File: src/rtl/rab_lookup_arb.sv
// rab_lookup_arb
// ----------------------------------------------------------------------------
// Shares one slice_top lookup engine between N_PORTS translation requesters.
// Each lookup runs IDLE -> LOOKUP -> RESP. A round-robin arbiter picks the
// requester, the request is captured and presented to the engine, the engine
// result is classified, and the answer is returned on the granted port.
//
// Optional feature: define RAB_ARB_PERF_EN to build the saturating
// perf_lookups / perf_misses counters. Without it both outputs read 0.
//
// Ports:
//   s_axi_aclk, s_axi_aresetn    clock, asynchronous active-low reset
//   req_valid/req_ready          per-port request handshake
//   req_addr_min/max, rw, id     per-port request payload (flattened vectors)
//   lu_addr_min/max, lu_rw       captured request presented to slice_top
//   lu_hit_any/prot_any/multi    slice_top result flags
//   lu_out_addr                  slice_top translated address
//   rsp_valid/rsp_ready          one-hot response handshake
//   rsp_addr, rsp_status         translated address and status (OK/MISS/PROT/MULTI)
//   miss_valid/addr/id           one-cycle miss report to the miss handler
//   int_miss/int_prot/int_multi  one-cycle per-port interrupt pulses
//   perf_lookups, perf_misses    optional statistics counters
// ----------------------------------------------------------------------------
module rab_lookup_arb #(
    parameter int N_PORTS        = 3,
    parameter int C_AXI_ID_WIDTH = 8,
    parameter int PORT_ID_WIDTH  = 3
) (
    input  logic                                    s_axi_aclk,
    input  logic                                    s_axi_aresetn,
    input  logic [N_PORTS-1:0]                      req_valid,
    output logic [N_PORTS-1:0]                      req_ready,
    input  logic [N_PORTS*32-1:0]                   req_addr_min,
    input  logic [N_PORTS*32-1:0]                   req_addr_max,
    input  logic [N_PORTS-1:0]                      req_rw,
    input  logic [N_PORTS*C_AXI_ID_WIDTH-1:0]       req_id,
    output logic [31:0]                             lu_addr_min,
    output logic [31:0]                             lu_addr_max,
    output logic                                    lu_rw,
    input  logic                                    lu_hit_any,
    input  logic                                    lu_prot_any,
    input  logic                                    lu_multi,
    input  logic [31:0]                             lu_out_addr,
    output logic [N_PORTS-1:0]                      rsp_valid,
    input  logic [N_PORTS-1:0]                      rsp_ready,
    output logic [31:0]                             rsp_addr,
    output logic [1:0]                              rsp_status,
    output logic                                    miss_valid,
    output logic [31:0]                             miss_addr,
    output logic [PORT_ID_WIDTH+C_AXI_ID_WIDTH-1:0] miss_id,
    output logic [N_PORTS-1:0]                      int_miss,
    output logic [N_PORTS-1:0]                      int_prot,
    output logic [N_PORTS-1:0]                      int_multi,
    output logic [31:0]                             perf_lookups,
    output logic [31:0]                             perf_misses
);

    typedef enum logic [1:0] {
        IDLE   = 2'd0,
        LOOKUP = 2'd1,
        RESP   = 2'd2
    } state_t;

    localparam logic [1:0] ST_OK    = 2'b00;
    localparam logic [1:0] ST_MISS  = 2'b01;
    localparam logic [1:0] ST_PROT  = 2'b10;
    localparam logic [1:0] ST_MULTI = 2'b11;

    state_t                              state_reg;
    logic [PORT_ID_WIDTH-1:0]            ptr_reg;
    logic [31:0]                         cap_addr_min_reg;
    logic [31:0]                         cap_addr_max_reg;
    logic                                cap_rw_reg;
    logic [C_AXI_ID_WIDTH-1:0]           cap_id_reg;
    logic [PORT_ID_WIDTH-1:0]            cap_port_reg;
    logic [N_PORTS-1:0]                  rsp_valid_reg;
    logic [31:0]                         rsp_addr_reg;
    logic [1:0]                          rsp_status_reg;
    logic                                miss_valid_reg;
    logic [31:0]                         miss_addr_reg;
    logic [PORT_ID_WIDTH+C_AXI_ID_WIDTH-1:0] miss_id_reg;
    logic [N_PORTS-1:0]                  int_miss_reg;
    logic [N_PORTS-1:0]                  int_prot_reg;
    logic [N_PORTS-1:0]                  int_multi_reg;

    // Per-port views of the flattened payload buses.
    logic [31:0]               addr_min_arr [N_PORTS];
    logic [31:0]               addr_max_arr [N_PORTS];
    logic [C_AXI_ID_WIDTH-1:0] id_arr       [N_PORTS];
    logic [N_PORTS-1:0]        gnt_onehot;
    logic [N_PORTS-1:0]        port_sel;

    logic                      gnt_found;
    logic [PORT_ID_WIDTH-1:0]  gnt_idx;
    logic [31:0]               sel_addr_min;
    logic [31:0]               sel_addr_max;
    logic                      sel_rw;
    logic [C_AXI_ID_WIDTH-1:0] sel_id;
    logic                      rsp_ready_sel;
    logic [1:0]                status_next;

    genvar gi;
    generate
        for (gi = 0; gi < N_PORTS; gi++) begin : g_port
            assign addr_min_arr[gi] = req_addr_min[gi*32 +: 32];
            assign addr_max_arr[gi] = req_addr_max[gi*32 +: 32];
            assign id_arr[gi]       = req_id[gi*C_AXI_ID_WIDTH +: C_AXI_ID_WIDTH];
            assign gnt_onehot[gi]   = gnt_found && (gnt_idx == PORT_ID_WIDTH'(gi));
            assign port_sel[gi]     = (cap_port_reg == PORT_ID_WIDTH'(gi));
        end
    endgenerate

    // Round-robin search starting one past the last grant, wrapping once.
    always_comb begin
        int cand;
        gnt_found = 1'b0;
        gnt_idx   = '0;
        cand      = 0;
        for (int i = 0; i < N_PORTS; i++) begin
            cand = int'(ptr_reg) + 1 + i;
            if (cand >= N_PORTS) begin
                cand = cand - N_PORTS;
            end
            if (!gnt_found && req_valid[cand]) begin
                gnt_found = 1'b1;
                gnt_idx   = PORT_ID_WIDTH'(cand);
            end
        end
    end

    // One-hot mux of the granted payload and the captured port's rsp_ready.
    always_comb begin
        sel_addr_min  = '0;
        sel_addr_max  = '0;
        sel_rw        = 1'b0;
        sel_id        = '0;
        rsp_ready_sel = 1'b0;
        for (int i = 0; i < N_PORTS; i++) begin
            if (gnt_onehot[i]) begin
                sel_addr_min = addr_min_arr[i];
                sel_addr_max = addr_max_arr[i];
                sel_rw       = req_rw[i];
                sel_id       = id_arr[i];
            end
            if (port_sel[i] && rsp_ready[i]) begin
                rsp_ready_sel = 1'b1;
            end
        end
    end

    // Result classification; a miss outranks multi-hit, which outranks prot.
    always_comb begin
        if (!lu_hit_any) begin
            status_next = ST_MISS;
        end else if (lu_multi) begin
            status_next = ST_MULTI;
        end else if (lu_prot_any) begin
            status_next = ST_PROT;
        end else begin
            status_next = ST_OK;
        end
    end

    // req_ready is gated by reset so every output reads 0 while reset is held.
    assign req_ready = (s_axi_aresetn && (state_reg == IDLE)) ? gnt_onehot : '0;

    always_ff @(posedge s_axi_aclk or negedge s_axi_aresetn) begin
        if (!s_axi_aresetn) begin
            state_reg        <= IDLE;
            ptr_reg          <= PORT_ID_WIDTH'(N_PORTS - 1);
            cap_addr_min_reg <= '0;
            cap_addr_max_reg <= '0;
            cap_rw_reg       <= 1'b0;
            cap_id_reg       <= '0;
            cap_port_reg     <= '0;
            rsp_valid_reg    <= '0;
            rsp_addr_reg     <= '0;
            rsp_status_reg   <= '0;
            miss_valid_reg   <= 1'b0;
            miss_addr_reg    <= '0;
            miss_id_reg      <= '0;
            int_miss_reg     <= '0;
            int_prot_reg     <= '0;
            int_multi_reg    <= '0;
        end else begin
            // Pulses last exactly one cycle, independent of response stalls.
            miss_valid_reg <= 1'b0;
            int_miss_reg   <= '0;
            int_prot_reg   <= '0;
            int_multi_reg  <= '0;
            case (state_reg)
                IDLE: begin
                    if (gnt_found) begin
                        cap_addr_min_reg <= sel_addr_min;
                        cap_addr_max_reg <= sel_addr_max;
                        cap_rw_reg       <= sel_rw;
                        cap_id_reg       <= sel_id;
                        cap_port_reg     <= gnt_idx;
                        ptr_reg          <= gnt_idx;
                        state_reg        <= LOOKUP;
                    end
                end
                LOOKUP: begin
                    state_reg      <= RESP;
                    rsp_valid_reg  <= port_sel;
                    rsp_status_reg <= status_next;
                    rsp_addr_reg   <= (status_next == ST_OK) ? lu_out_addr : 32'h0;
                    case (status_next)
                        ST_MISS: begin
                            miss_valid_reg <= 1'b1;
                            miss_addr_reg  <= cap_addr_min_reg;
                            miss_id_reg    <= {cap_port_reg, cap_id_reg};
                            int_miss_reg   <= port_sel;
                        end
                        ST_PROT:  int_prot_reg  <= port_sel;
                        ST_MULTI: int_multi_reg <= port_sel;
                        default: ;
                    endcase
                end
                RESP: begin
                    if (rsp_ready_sel) begin
                        rsp_valid_reg <= '0;
                        state_reg     <= IDLE;
                    end
                end
                default: state_reg <= IDLE;
            endcase
        end
    end

    assign lu_addr_min = cap_addr_min_reg;
    assign lu_addr_max = cap_addr_max_reg;
    assign lu_rw       = cap_rw_reg;
    assign rsp_valid   = rsp_valid_reg;
    assign rsp_addr    = rsp_addr_reg;
    assign rsp_status  = rsp_status_reg;
    assign miss_valid  = miss_valid_reg;
    assign miss_addr   = miss_addr_reg;
    assign miss_id     = miss_id_reg;
    assign int_miss    = int_miss_reg;
    assign int_prot    = int_prot_reg;
    assign int_multi   = int_multi_reg;

`ifdef RAB_ARB_PERF_EN
    logic [31:0] perf_lookups_reg;
    logic [31:0] perf_misses_reg;

    // Both counters advance on RESP entry and stick at all-ones.
    always_ff @(posedge s_axi_aclk or negedge s_axi_aresetn) begin
        if (!s_axi_aresetn) begin
            perf_lookups_reg <= '0;
            perf_misses_reg  <= '0;
        end else if (state_reg == LOOKUP) begin
            if (perf_lookups_reg != 32'hFFFF_FFFF) begin
                perf_lookups_reg <= perf_lookups_reg + 32'd1;
            end
            if ((status_next == ST_MISS) && (perf_misses_reg != 32'hFFFF_FFFF)) begin
                perf_misses_reg <= perf_misses_reg + 32'd1;
            end
        end
    end

    assign perf_lookups = perf_lookups_reg;
    assign perf_misses  = perf_misses_reg;
`else
    assign perf_lookups = 32'h0;
    assign perf_misses  = 32'h0;
`endif

endmodule

File: config.mk
export PLATFORM = sky130hd
export DESIGN_NAME = rab_lookup_arb
export DESIGN_NICKNAME = d
export VERILOG_FILES = /design/src/rtl/rab_lookup_arb.sv
export SDC_FILE = /design/constraint.sdc
export NUM_CORES = 1
export LEC_CHECK = 0
export ABC_AREA = 0
export ABC_CLOCK_PERIOD_IN_PS = 8900
export CORE_ASPECT_RATIO = 0.5
export CORE_MARGIN = 5
export CORE_UTILIZATION = 36
export CTS_CLUSTER_SIZE = 8
export DETAILED_ROUTE_END_ITERATION = 16
export HOLD_SLACK_MARGIN = 0.02
export PLACE_DENSITY = 0.71
export SYNTH_ARGS = -nofsm -noshare
export SYNTH_HDL_FRONTEND = slang
export SYNTH_SLANG_ARGS = --single-unit
export TNS_END_PERCENT = 100
File: constraint.sdc
create_clock -name s_axi_aclk -period 8.9 [get_ports s_axi_aclk]
set_input_delay 1.78 -clock s_axi_aclk [delete_from_list [all_inputs] [get_ports s_axi_aclk]]
set_output_delay 1.78 -clock s_axi_aclk [all_outputs]
set_load 0.03 [all_outputs]
Yosys cells after proc, flatten, opt, wreduce, memory -nomap -nowiden --
Index checks and enable logic that the tools add are counted. Widths: inputs -> output; s select.
Cells by class: order comparisons 6, bitwise operators 0, shift operators 0, reduce and logical (&&, ||, !) cells 20, multiplexer cells 51, divide/modulo/power cells 0, add/subtract/negate cells 6, multipliers 0, equal/unequal tests 11
Operator list (number):
- $mux 32 | 10
- $lt 32x4->1 const B | 3
- $ge 32x3->1 const B | 2
- $sub 32x3->32 const B | 2
- $mux 3 | 11
- $add 32x2->32 const B | 1
- $mux 8 | 3
- $mux 1 | 17
- $mux 2 | 5
- $logic_and 1x1->1 | 9
- $reduce_and 2->1 | 4
- $bmux 1 s2 | 3
- $eq 2x2->1 const B | 3
- $eq 3x1->1 const B | 2
- $eq 3x2->1 const B | 2
- $logic_not 3->1 | 2
- $pmux 2 s3 | 1
- $pmux 3 s2 | 1
- $sub 5x2->6 const B | 1
- $add 4x2->5 const B | 1
- $ge 5x2->1 const B | 1
- $add 3x1->4 const B | 1
- $eq 2x1->1 const B | 2
- $logic_not 2->1 | 2
- 3 further kinds | 5
Word-level totals: bits of input ports 262, bits in read-only memories 0, latch bits 0, memories 0, bits in registers 171, output and inout bits 222, bits in writable memories 0, logic and storage cells 110

Depth between registers and ports, before layout --
Gate-level depths: netlist of the first run.
depth in word-level cells 18, depth in mapped cells 13, gate-level depth less buffers 9

Worst setup path before layout of the first run --
Ideal clock, no wire load.
path type input -> output, start input port req_valid[2], end output port req_ready[2], path buffers 3, required time 7.120 ns, stages on the path 9, arrival time 3.876 ns, path slack 3.244 ns, cells stage by stage clkbuf_1 and2_1 o31a_1 and4_4 or3_1 a311oi_2 buf_6 buf_6 and3b_1
On the way: word-level cells in the longest chain between the ends 13, elaborated cells between the ends (all ways) 22, classes of those cells eq/ne: 1; mux: 16; reduce/logical: 5
RTL lines:
- start, declared | line 31 | input logic [N_PORTS-1:0] req_valid,
- $bmux 1 s2 | line 124 | if (!gnt_found && req_valid[cand]) begin
- $mux 1 (implied by the code) (2 in series) | line 124
- $mux 1 | line 124
- $logic_not 1->1 | line 124
- $logic_and 1x1->1 | line 124
- $mux 1 | line 124
- $logic_not 1->1 | line 124
- $logic_and 1x1->1 | line 124
- $mux 3 | line 124
- $eq 3x2->1 | line 108 | assign gnt_onehot[gi] = gnt_found && (gnt_idx == PORT_ID_WIDTH'(gi));
- $logic_and 1x1->1 * | line 108
- $mux 3 * | line 165 | assign req_ready = (s_axi_aresetn && (state_reg == IDLE)) ? gnt_onehot : '0;
- end, declared | line 32 | output logic [N_PORTS-1:0] req_ready,
Mark *: on every way between the ends. The rest lies on a longest branch, timed or not. The select of a mux whose other input is x is not followed.

Worst setup path after layout of the first run --
start register ptr_reg[0], end output port req_ready[0]
On the way: word-level cells in the longest chain between the ends 16, elaborated cells between the ends (all ways) 34, classes of those cells add/sub: 6; order compare: 3; mux: 19; reduce/logical: 6
RTL lines:
- start, declared | line 70 | logic [PORT_ID_WIDTH-1:0] ptr_reg;
- start signal, assigned | line 170 | ptr_reg <= PORT_ID_WIDTH'(N_PORTS - 1);
- start signal, assigned | line 199 | ptr_reg <= gnt_idx;
- $add 3x1->4 * | line 120 | cand = int'(ptr_reg) + 1 + i;
- parallel branches: the longest is 13 deep, another holds $add 32x2->32
- $logic_and 1x1->1 * | line 108
- $mux 3 * | line 165
Every way passes the cells marked *. The select of a mux whose other input is x is not followed.

==> results of run 1 <==
## per-layer routing
metal / part of all wire [%] / track usage, % / up-vias
li1: - / - / 4144
met1: 41 / 31.05 / 4668
met2: 49 / 39.63 / 410
met3: 5.7 / 4.576 / 72
met4: 3.5 / 8.100 / 0
met5: 0 / 0 / -
## Yosys cell counts, types with 6 or more instances
cell type	count
sky130_fd_sc_hd__clkbuf_1	75
sky130_fd_sc_hd__inv_1	78
sky130_fd_sc_hd__nor2_1	20
sky130_fd_sc_hd__nand2_1	24
sky130_fd_sc_hd__a32o_1	73
sky130_fd_sc_hd__nand3_1	6
sky130_fd_sc_hd__nand4_1	74
sky130_fd_sc_hd__a22o_1	32
sky130_fd_sc_hd__dfrtp_1	168
sky130_fd_sc_hd__buf_2	19
sky130_fd_sc_hd__a21oi_1	10
sky130_fd_sc_hd__o21ai_0	10
sky130_fd_sc_hd__buf_4	64
sky130_fd_sc_hd__a21o_1	75
sky130_fd_sc_hd__o2111ai_1	75
sky130_fd_sc_hd__mux2_2	47
## worst paths after layout
path / from / slack [ns] / end
max: ptr_reg[0] / 1.19 / req_ready[0]
min: rsp_status[1] / 0.49 / rsp_status[1]
max reg2reg: ptr_reg[0] / 3.28 / lu_addr_max[8]
min reg2reg: rsp_status[1] / 0.49 / rsp_status[1]
max in group asynchronous: s_axi_aresetn / 5.85 / cap_id_reg[2]
min in group asynchronous: s_axi_aresetn / 1.42 / lu_addr_max[25]
## placed cells by master (no fill, tap or decap), types with 10 or more instances in the layout
cell / Yosys / routed
sky130_fd_sc_hd__clkdlybuf4s50_1: 0 / 417
sky130_fd_sc_hd__buf_4: 64 / 13
sky130_fd_sc_hd__a21oi_1: 10 / 10
sky130_fd_sc_hd__nor2_1: 20 / 18
sky130_fd_sc_hd__clkbuf_16: 0 / 17
sky130_fd_sc_hd__conb_1: 1 / 64
sky130_fd_sc_hd__o21ai_0: 10 / 10
sky130_fd_sc_hd__nand2_1: 24 / 24
sky130_fd_sc_hd__dfrtp_1: 168 / 168
sky130_fd_sc_hd__a21o_1: 75 / 75
sky130_fd_sc_hd__a22o_1: 32 / 32
sky130_fd_sc_hd__a32o_1: 73 / 73
sky130_fd_sc_hd__inv_1: 78 / 78
sky130_fd_sc_hd__nand4_1: 74 / 74
sky130_fd_sc_hd__o2111ai_1: 75 / 75
sky130_fd_sc_hd__mux2_2: 47 / 47
## final cells by class
type | instances | area, µm² | area share (%)
Antenna cell | 1 | 2.502 | 0.01765
Clock buffer | 21 | 450.4 | 3.176
Clock inverter | 10 | 70.07 | 0.4941
Inverter | 79 | 296.5 | 2.091
Multi-Input combinational cell | 582 | 4403 | 31.05
Sequential cell | 169 | 4230 | 29.83
Tap cell | 352 | 440.4 | 3.106
Timing Repair Buffer | 432 | 4288 | 30.24
## logic make-up after synthesis
family,Yosys count
buffers and inverters,244
AOI/OAI and AO/OA,297
xor gates and xnor gates,5
and+or+nand+nor,164
muxes,48
other,1
adders and majority gates,4
DFF,169
## power groups by stage
stage	clock, mW	combinational [mW]	sequential [mW]
2_1_floorplan	0	2.51	1.82
3_3_place_gp	0	4.28	1.32
3_5_place_dp	0	4.35	1.34
4_1_cts	0.704	4.36	1.33
5_1_grt	0.738	4.65	1.37
6_report	0.686	4.38	1.33
## critical path: cells and delay by family, from the launching register on
kind	cells	cell delay, ns
AO/OA/AOI/OAI	3	1.76
AND/OR/NAND/NOR	4	1.30
buffers and inverters	2	0.92
flip-flops	1	0.84
adder cells (fa/ha/maj)	1	0.64
## metrics by stage
step / hold WS, ns / util (%)
final: 0.4884 / 53.97
after global routing: 0.5124 / 53.97
after CTS: 0.4893 / 53.96
after detailed placement: 0.4736 / 51.98
after global placement: 0.4656 / 51.98
after floorplan: 0.4603 / -
==> flow_metrics.tcl, run 1 <==
set metrics [dict create \
    clock_tree_root "sky130_fd_sc_hd__clkbuf_16" \
    number_of_global_route_vias_before_repair 9290 \
    peakVddDrop_uv 331.7 \
    finalWirelength_um 37240 \
    worst-path-max-fanout 26 \
    num-fill-cells 2314 \
    placed_cells_incl_taps 1614 \
    syn_area_per_cell_um2 10.25 \
    run_status "complete, no violations" \
    synth_flop_cell "sky130_fd_sc_hd__dfrtp_1" \
    vias_per_cell 5.646 \
    tritoncts_num_sinks 169 \
    max_slew_margin_pct 28.19 \
    detail_route.drc_violations 0 \
    clockPowerShare_pct 10.7 \
    floorplan.core_area_um2 26280 \
    dominant_combinational_cell_family_by_area_after_synthesis "compound AO/OA/AOI/OAI gates" \
    clock_latency_late_sink_ns 0.44 \
    drt-initial-drc-count 997 \
    yosys-mux-area-fraction_pct 5.644 \
    delay_of_the_slowest_critical_path_stage_ns 0.94 \
    htree_depth 4 \
    holdBufCountCts 0 \
    sw_frac_of_total_pct 50.30 \
    number_of_flops_mapped_to_enable_cells_by_yosys 0 \
    unrepaired_setup_endpoints_after_global_routing "false" \
    synth_seq_area_share_pct 44.27 \
    post-synth-top-area-cell "sky130_fd_sc_hd__dfrtp_1" \
    synth_top_cells_by_area "sky130_fd_sc_hd__dfrtp_1 (44%), sky130_fd_sc_hd__a32o_1 (7.6%), sky130_fd_sc_hd__o2111ai_1 (6.9%)" \
    syn_inst 932 \
    adder_cell_fraction_of_synth_area_pct 0.5238 \
    cell_internal_pwr_mw 3.180 \
    min_path_cells 2 \
    synth_top_area_share_pct 44.00 \
    dieWidth_um 240.4 \
    critPathCaptureType "output port" \
    synth_compound_gate_area_share_pct 26.32 \
    achievable-frequency_mhz 129.7 \
    startpoint_type "flip-flop" \
    place_congestion 0.8521 \
    fp.dieArea_um2 30100 \
    share_comb_of_total_power_pct 68.5 \
    post-route-period-util_pct 86.66 \
    numCtsBuffers 17 \
    crit_arrival_ns 5.93 \
    timing.critical_path.cells "inv_2 > ha_1 > nor2b_1 > a211oi_1 > o2111ai_1 > and4_4 > or3_1 > a311oi_4 > and4_1 > clkdlybuf4s50_1" \
    final_cell_area_um2 14180 \
    setup-tns-final_ns 0 \
    maximum_number_of_pins_on_one_net_before_global_route_repair 93 \
    initial_core_util_pct 36.37 \
    preCtsSetupSlack_ns 1.545 \
    hpwlAfterDp_um 26330 \
    yosysWarningCount 0 \
    tritoncts "done" \
    cell_area_power_density_nw_per_um2 451.1 \
    floorplan.die.height_um 125.2 \
    grt_overflow 0 \
    max-clock-path-buffers 2 \
    syn_area_um2 9555 \
    drive_above_1_share_pct 8.353 \
    slowest_stage "sky130_fd_sc_hd__a311oi_4" \
    period_needed_ns 7.713 \
    seq_power_share_pct 20.8 \
    worstHoldPathType "reg2reg" \
    detail-route-antenna-nets 0 \
    timing.final.max_slew_violations 0 \
    finalHoldViolations 0 \
    simple_gate_share_of_the_synthesized_area_pct 9.847 \
    num_vias 9294 \
    io_pins 484 \
    netsw_mw 3.218 \
    p_total_mw 6.397 \
    finalNonFillerCells 1646 \
    worst_slew_pin_slew_ns 1.077 \
    leak_nw 6.044 \
    seq_cells_post_synth 169 \
    setup_viol 0 \
    antenna_found_initial 1 \
    finClkSkew_ns 0.008061 \
    cts.repair_timing.setup_buffer_count 0 \
    dpl-instance-area_um2 13660 \
    nNetsFinal 1547 \
    timing.reg2reg.worst_path_depth 10 \
    rows 42 \
    numPortBuffers 419 \
    area_delta_synth_final_pct 48.41 \
    max-cap-violations 0 \
    track_usage_pct 23.72 \
    timing.critical_path.required_ns 7.12 \
    synth_xor_xnor_area_share_pct 0.6154 \
    post_cts_resized 0 \
    setup_ws_ns 1.187 \
    avgRoutedWirePerCell_um 22.62 \
    distinct_cell_type_count_after_synthesis 59 \
    cts.clk_slew.worst_paths_ns 0.07 \
    first_pass_iters 8 \
    fraction_of_registers_with_async_set_or_reset_after_synthesis_pct 100.0 \
    timing.setup.critical_path_class "reg2out" \
    grt_pass1_wl_um 56300 \
]
Note: power is estimated with default switching activity, not from simulation.
==> run 2, diff against run 1 <==
- CORE_AREA: not set -> 2 2 187 189
- CORE_ASPECT_RATIO: 0.5 -> not set
- CORE_MARGIN: 5 -> not set
- CORE_UTILIZATION: 36 -> not set
- DIE_AREA: not set -> 0 0 189 191
- PLACE_DENSITY: 0.71 -> 0.58
==> run 2 against run 1 <==
Net effect: clock skew down 0.00097 ns; count of clock-buffer cells in the layout down 1; flip-flop and latch count unchanged; critical endpoint unchanged; cell count is 6.3% higher; hold slack worse by 0.0038 ns; sequential power about the same; highest routed layer is now met5; utilization shrank 12 points; first-iteration DRC count decreased by 60%; clock power rose by 2%; critical path depth unchanged; maximum frequency up 7.5%; combinational power rose by 2%.
==> flow_metrics.tcl, run 2 (synthesis results as in run 1) <==
set metrics [dict create \
    grt_overflow 0 \
    place_congestion 0.8476 \
    crit_arrival_ns 5.39 \
    initial_core_util_pct 28.01 \
    holdBufCountCts 0 \
    vias_per_cell 5.183 \
    setup_viol 0 \
    final_common_cell "sky130_fd_sc_hd__clkdlybuf4s50_1" \
    cell_area_power_density_nw_per_um2 451.2 \
    fp.dieArea_um2 36100 \
    cts.clk_slew.worst_paths_ns 0.07 \
    tritoncts_num_sinks 169 \
    startpoint_type "flip-flop" \
    critPathCaptureType "output port" \
    timing.final.max_slew_violations 0 \
    maximum_number_of_pins_on_one_net_before_global_route_repair 82 \
    drive_above_1_share_pct 8.353 \
    detail-route-antenna-nets 0 \
    detail_route.drc_violations 0 \
    clock_latency_late_sink_ns 0.44 \
    finalWirelength_um 36830 \
    num_vias 9065 \
    setup-tns-final_ns 0 \
    post_layout_util_pct 41.99 \
    max_slew_margin_pct 28.15 \
    dieWidth_um 189 \
    nNetsFinal 1546 \
    min_from "rsp_status[1]" \
    worstHoldPathType "reg2reg" \
    max-cap-violations 0 \
    grt_pass1_wl_um 54650 \
    worst_slew_pin_slew_ns 1.078 \
    max-clock-path-buffers 2 \
    floorplan.core_area_um2 34120 \
    area_delta_synth_final_pct 49.94 \
    period_needed_ns 7.175 \
    num-fill-cells 3326 \
    numCtsBuffers 17 \
    r2r_start "ptr_reg[0]" \
    antenna_found_initial 2 \
    rows 68 \
    worst-path-max-fanout 26 \
    cts.repair_timing.setup_buffer_count 0 \
    leak_nw 6.045 \
    peakVddDrop_uv 425.4 \
    numPortBuffers 419 \
    run_status "complete, no violations" \
    post_cts_resized 0 \
    htree_depth 4 \
    timing.critical_path.from "ptr_reg[0]" \
    timing.critical_path.required_ns 7.12 \
    finClkSkew_ns 0.007090 \
    final_cell_mix "sky130_fd_sc_hd__clkdlybuf4s50_1 (417), sky130_fd_sc_hd__dfrtp_1 (168), sky130_fd_sc_hd__inv_1 (78)" \
    avgRoutedWirePerCell_um 21.06 \
    drt-initial-drc-count 395 \
    tritoncts "done" \
    achievable-frequency_mhz 139.4 \
    io_pins 484 \
    finalHoldViolations 0 \
    number_of_global_route_vias_before_repair 8877 \
    floorplan.die.height_um 191 \
    unrepaired_setup_endpoints_after_global_routing "false" \
    hpwlAfterDp_um 24800 \
    post-route-period-util_pct 80.61 \
    timing.setup.critical_path_class "reg2out" \
    track_usage_pct 19.84 \
    clock_tree_root "sky130_fd_sc_hd__clkbuf_16" \
    first_pass_iters 4 \
]
[run 2: path summary, 6_finish.rpt]
path / cells after the start / to / slack [ns]
min in group asynchronous: 1 / lu_addr_min[6] / 1.27
max: 10 / req_ready[0] / 1.73
max reg2reg: 10 / lu_addr_max[0] / 3.45
max in group asynchronous: 3 / miss_id[0] / 5.55
min reg2reg: 2 / rsp_status[1] / 0.48
min: 2 / rsp_status[1] / 0.48
[run 2: per-stage QoR]
stage	cell area (µm²)	power (mW)	cells	hold WS [ns]	setup slack (ns)
6_report	14330	6.465	1749	0.4846	1.725
5_1_grt	14330	6.883	1748	0.5010	1.493
4_1_cts	14330	6.552	1748	0.4905	1.809
3_5_place_dp	13800	5.825	1716	0.4758	2.241
3_3_place_gp	13800	5.785	1716	0.4692	2.239
2_1_floorplan	9792	4.326	995	0.4603	3.244
[run 2: metal layers]
layer / part of all wire (%) / up-vias / GRT usage [%] / wire [µm]
met5: 0.030 / - / 0 / 11
met4: 2.8 / 2 / 7.542 / 1020
met3: 7.5 / 53 / 5.379 / 2776
met2: 48 / 385 / 32.80 / 17810
met1: 41 / 4495 / 24.69 / 15210
li1: - / 4130 / - / -
[run 2: area by class of cell]
cell class / count / area (µm²) / share of cell area [%]
Clock inverter: 12 / 92.59 / 0.6462
Inverter: 79 / 296.5 / 2.070
Multi-Input combinational cell: 582 / 4417 / 30.83
Tap cell: 455 / 569.3 / 3.973
Clock buffer: 20 / 436.7 / 3.048
Sequential cell: 169 / 4230 / 29.53
Timing Repair Buffer: 431 / 4283 / 29.89
Antenna cell: 1 / 2.502 / 0.01747
[run 2: power by group]
group	internal [mW]	leakage, nW	switching [mW]
Sequential	1.11	2.17	0.208
Combinational	1.71	3.61	2.74
Clock	0.361	0.258	0.338
Total	3.18	6.05	3.29
[run 2: critical path: stages (launching register included)]
cell and delay [ns]:
sky130_fd_sc_hd__dfrtp_1 0.86, sky130_fd_sc_hd__inv_2 0.26, sky130_fd_sc_hd__ha_1 0.64, sky130_fd_sc_hd__nor2b_1 0.30
sky130_fd_sc_hd__a211oi_1 0.58, sky130_fd_sc_hd__o2111ai_1 0.24, sky130_fd_sc_hd__and4_4 0.29, sky130_fd_sc_hd__or3_1 0.42
sky130_fd_sc_hd__a311oi_4 0.43, sky130_fd_sc_hd__and4_1 0.25, sky130_fd_sc_hd__clkdlybuf4s50_1 0.68
==> run 3, diff against run 2 <==
- ABC_CLOCK_PERIOD_IN_PS: 8900 -> 5940
- PLACE_DENSITY: 0.58 -> 0.6
- clock period: 8.9 -> 5.94 ns (I/O delays scaled with it)
==> run 3 against run 2 <==
Net effect: flip-flop and latch count unchanged; clock skew increased by 0.0028 ns; critical path depth unchanged; power increased by 52%; die area unchanged; worst setup slack got worse by 1.4 ns; register-to-register slack got worse by 2.3 ns; combinational power increased by 51%; cell count increased by 0.23%; non-clock buffer count increased by 5; wire length decreased by 0.93%; first-iteration DRC count increased by 11%; largest power group unchanged.
==> flow_metrics.tcl, run 3 (synthesis results as in run 1) <==
set metrics [dict create \
    unrepaired_setup_endpoints_after_global_routing "false" \
    delay_of_the_slowest_critical_path_stage_ns 0.60 \
    tritoncts "done" \
    r2r_start "ptr_reg[1]" \
    timing.critical_path.depth 10 \
    clockPowerShare_pct 11.4 \
    placed_cells_incl_taps 1721 \
    drive_above_1_share_pct 8.944 \
    final_cell_mix "sky130_fd_sc_hd__clkdlybuf4s50_1 (414), sky130_fd_sc_hd__dfrtp_1 (168), sky130_fd_sc_hd__inv_1 (78)" \
    max-clock-path-buffers 2 \
    maximum_number_of_pins_on_one_net_before_global_route_repair 82 \
    detail_route.drc_violations 0 \
    end_of_the_worst_register_to_register_path "lu_addr_min[12]" \
    cell_internal_pwr_mw 4.903 \
    floorplan.die.height_um 191 \
    fp.dieArea_um2 36100 \
    multiInputGateArea_um2 4417 \
    num_vias 9102 \
    track_usage_pct 19.72 \
    peakVddDrop_uv 472.1 \
    slowest_stage "sky130_fd_sc_hd__a311oi_4" \
    numCtsBuffers 17 \
    holdBufCountCts 0 \
    max_slew_margin_pct 27.39 \
    setup-tns-final_ns 0 \
    post_cts_resized 0 \
    grt_overflow 0 \
    achievable-frequency_mhz 179.5 \
    startpoint_type "flip-flop" \
    vias_per_cell 5.192 \
    post_layout_util_pct 42.27 \
    tritoncts_num_sinks 169 \
    run_status "complete, no violations" \
    antenna_found_initial 1 \
    p_total_mw 9.811 \
    floorplan.core_area_um2 34120 \
    cts.repair_timing.setup_buffer_count 0 \
    timing.critical_path.required_ns 4.75 \
    finClkSkew_ns 0.009887 \
    cell_area_power_density_nw_per_um2 680.4 \
    setup_ws_ns 0.3682 \
    timing.critical_path.cells "inv_1 > ha_1 > nor2b_1 > a211oi_1 > o2111ai_1 > and4_4 > or3_1 > a311oi_4 > and4_1 > buf_4" \
    timing.final.max_slew_violations 0 \
    finalNonFillerCells 1753 \
    share_comb_of_total_power_pct 68.7 \
    place_congestion 0.8810 \
    numPortBuffers 419 \
    first_pass_iters 5 \
    cts.clk_slew.worst_paths_ns 0.07 \
    htree_depth 4 \
    finalWirelength_um 36490 \
    crit_arrival_ns 4.38 \
    setup_viol 0 \
    timing.reg2reg.worst_path_depth 10 \
    post-route-period-util_pct 93.80 \
    setup.reg_to_reg.worst_slack_ns 1.20 \
    dieWidth_um 189 \
    final_common_cell "sky130_fd_sc_hd__clkdlybuf4s50_1" \
    clock_tree_root "sky130_fd_sc_hd__clkbuf_16" \
    worst-path-max-fanout 25 \
    min_from "rsp_status[1]" \
    worstHoldPathType "reg2reg" \
    critPathCaptureType "output port" \
    detail-route-antenna-nets 0 \
    min_delay_worst_endpoint "rsp_status[1]" \
    num-fill-cells 3277 \
    sw_frac_of_total_pct 50.03 \
    netsw_mw 4.908 \
    hpwlAfterDp_um 24610 \
    avgRoutedWirePerCell_um 20.82 \
    area_delta_synth_final_pct 50.91 \
    worst_slew_pin_slew_ns 1.089 \
    seq_power_share_pct 19.9 \
    min_path_cells 2 \
    io_pins 484 \
    preCtsSetupSlack_ns 0.8578 \
    grt_pass1_wl_um 54760 \
    max-cap-violations 0 \
    finalHoldViolations 0 \
    number_of_global_route_vias_before_repair 9179 \
    period_needed_ns 5.572 \
    drt-initial-drc-count 437 \
    worst_path_dominant_cell_family "compound AO/OA/AOI/OAI gates" \
    timing.setup.critical_path_class "reg2out" \
    ff_latch_area_um2 4230 \
    leak_nw 6.098 \
    rows 68 \
    initial_core_util_pct 28.01 \
    clock_latency_late_sink_ns 0.44 \
    cp_num_buf_inv 2 \
    nNetsFinal 1551 \
]
run 3: tightest hold or removal path: stages, from the launching register on:
cell,delay (ns)
sky130_fd_sc_hd__dfrtp_1,0.34
sky130_fd_sc_hd__nand2_1,0.05
sky130_fd_sc_hd__o21ai_0,0.06
run 3: layout make-up:
class,count,area share [%]
multi-input cells,582,30.63
repair buffers,436,30.00
flip-flops and latches,169,29.34
well taps,455,3.948
clock buffers,21,3.193
inverters,79,2.056
clock inverters,10,0.8243
diodes,1,0.01735
run 3: stage by stage:
step | cell area [µm²] | hold WS (ns)
finish | 14420 | 0.4800
floorplan | 9792 | 0.4603
global placement | 13840 | 0.4610
detailed placement | 13840 | 0.4684
global route | 14420 | 0.5057
CTS | 14420 | 0.4834
run 3: per-layer routing:
layer	wire [µm]	up-vias	GRT usage, %
met3	2878	58	5.434
li1	-	4138	-
met2	17730	421	32.95
met4	993	0	7.722
met1	14890	4485	24.12
met5	0	-	0
run 3: how the worst max path moves through the flow:
stage / start / end
finish: ptr_reg[1] / req_ready[0]
global route: ptr_reg[1] / req_ready[0]
CTS: ptr_reg[1] / req_ready[0]
detailed placement: req_valid[2] / req_ready[0]
global placement: req_valid[2] / req_ready[1]
floorplan: ptr_reg[0] / req_ready[2]
run 3: power by group through the flow:
stage | Sequential (mW) | Combinational, mW | Clock (mW)
floorplan | 2.72 | 3.76 | 0
global placement | 1.96 | 6.71 | 0
detailed placement | 1.97 | 6.76 | 0
CTS | 1.96 | 6.77 | 1.17
global route | 2.02 | 7.23 | 1.21
finish | 1.95 | 6.74 | 1.12
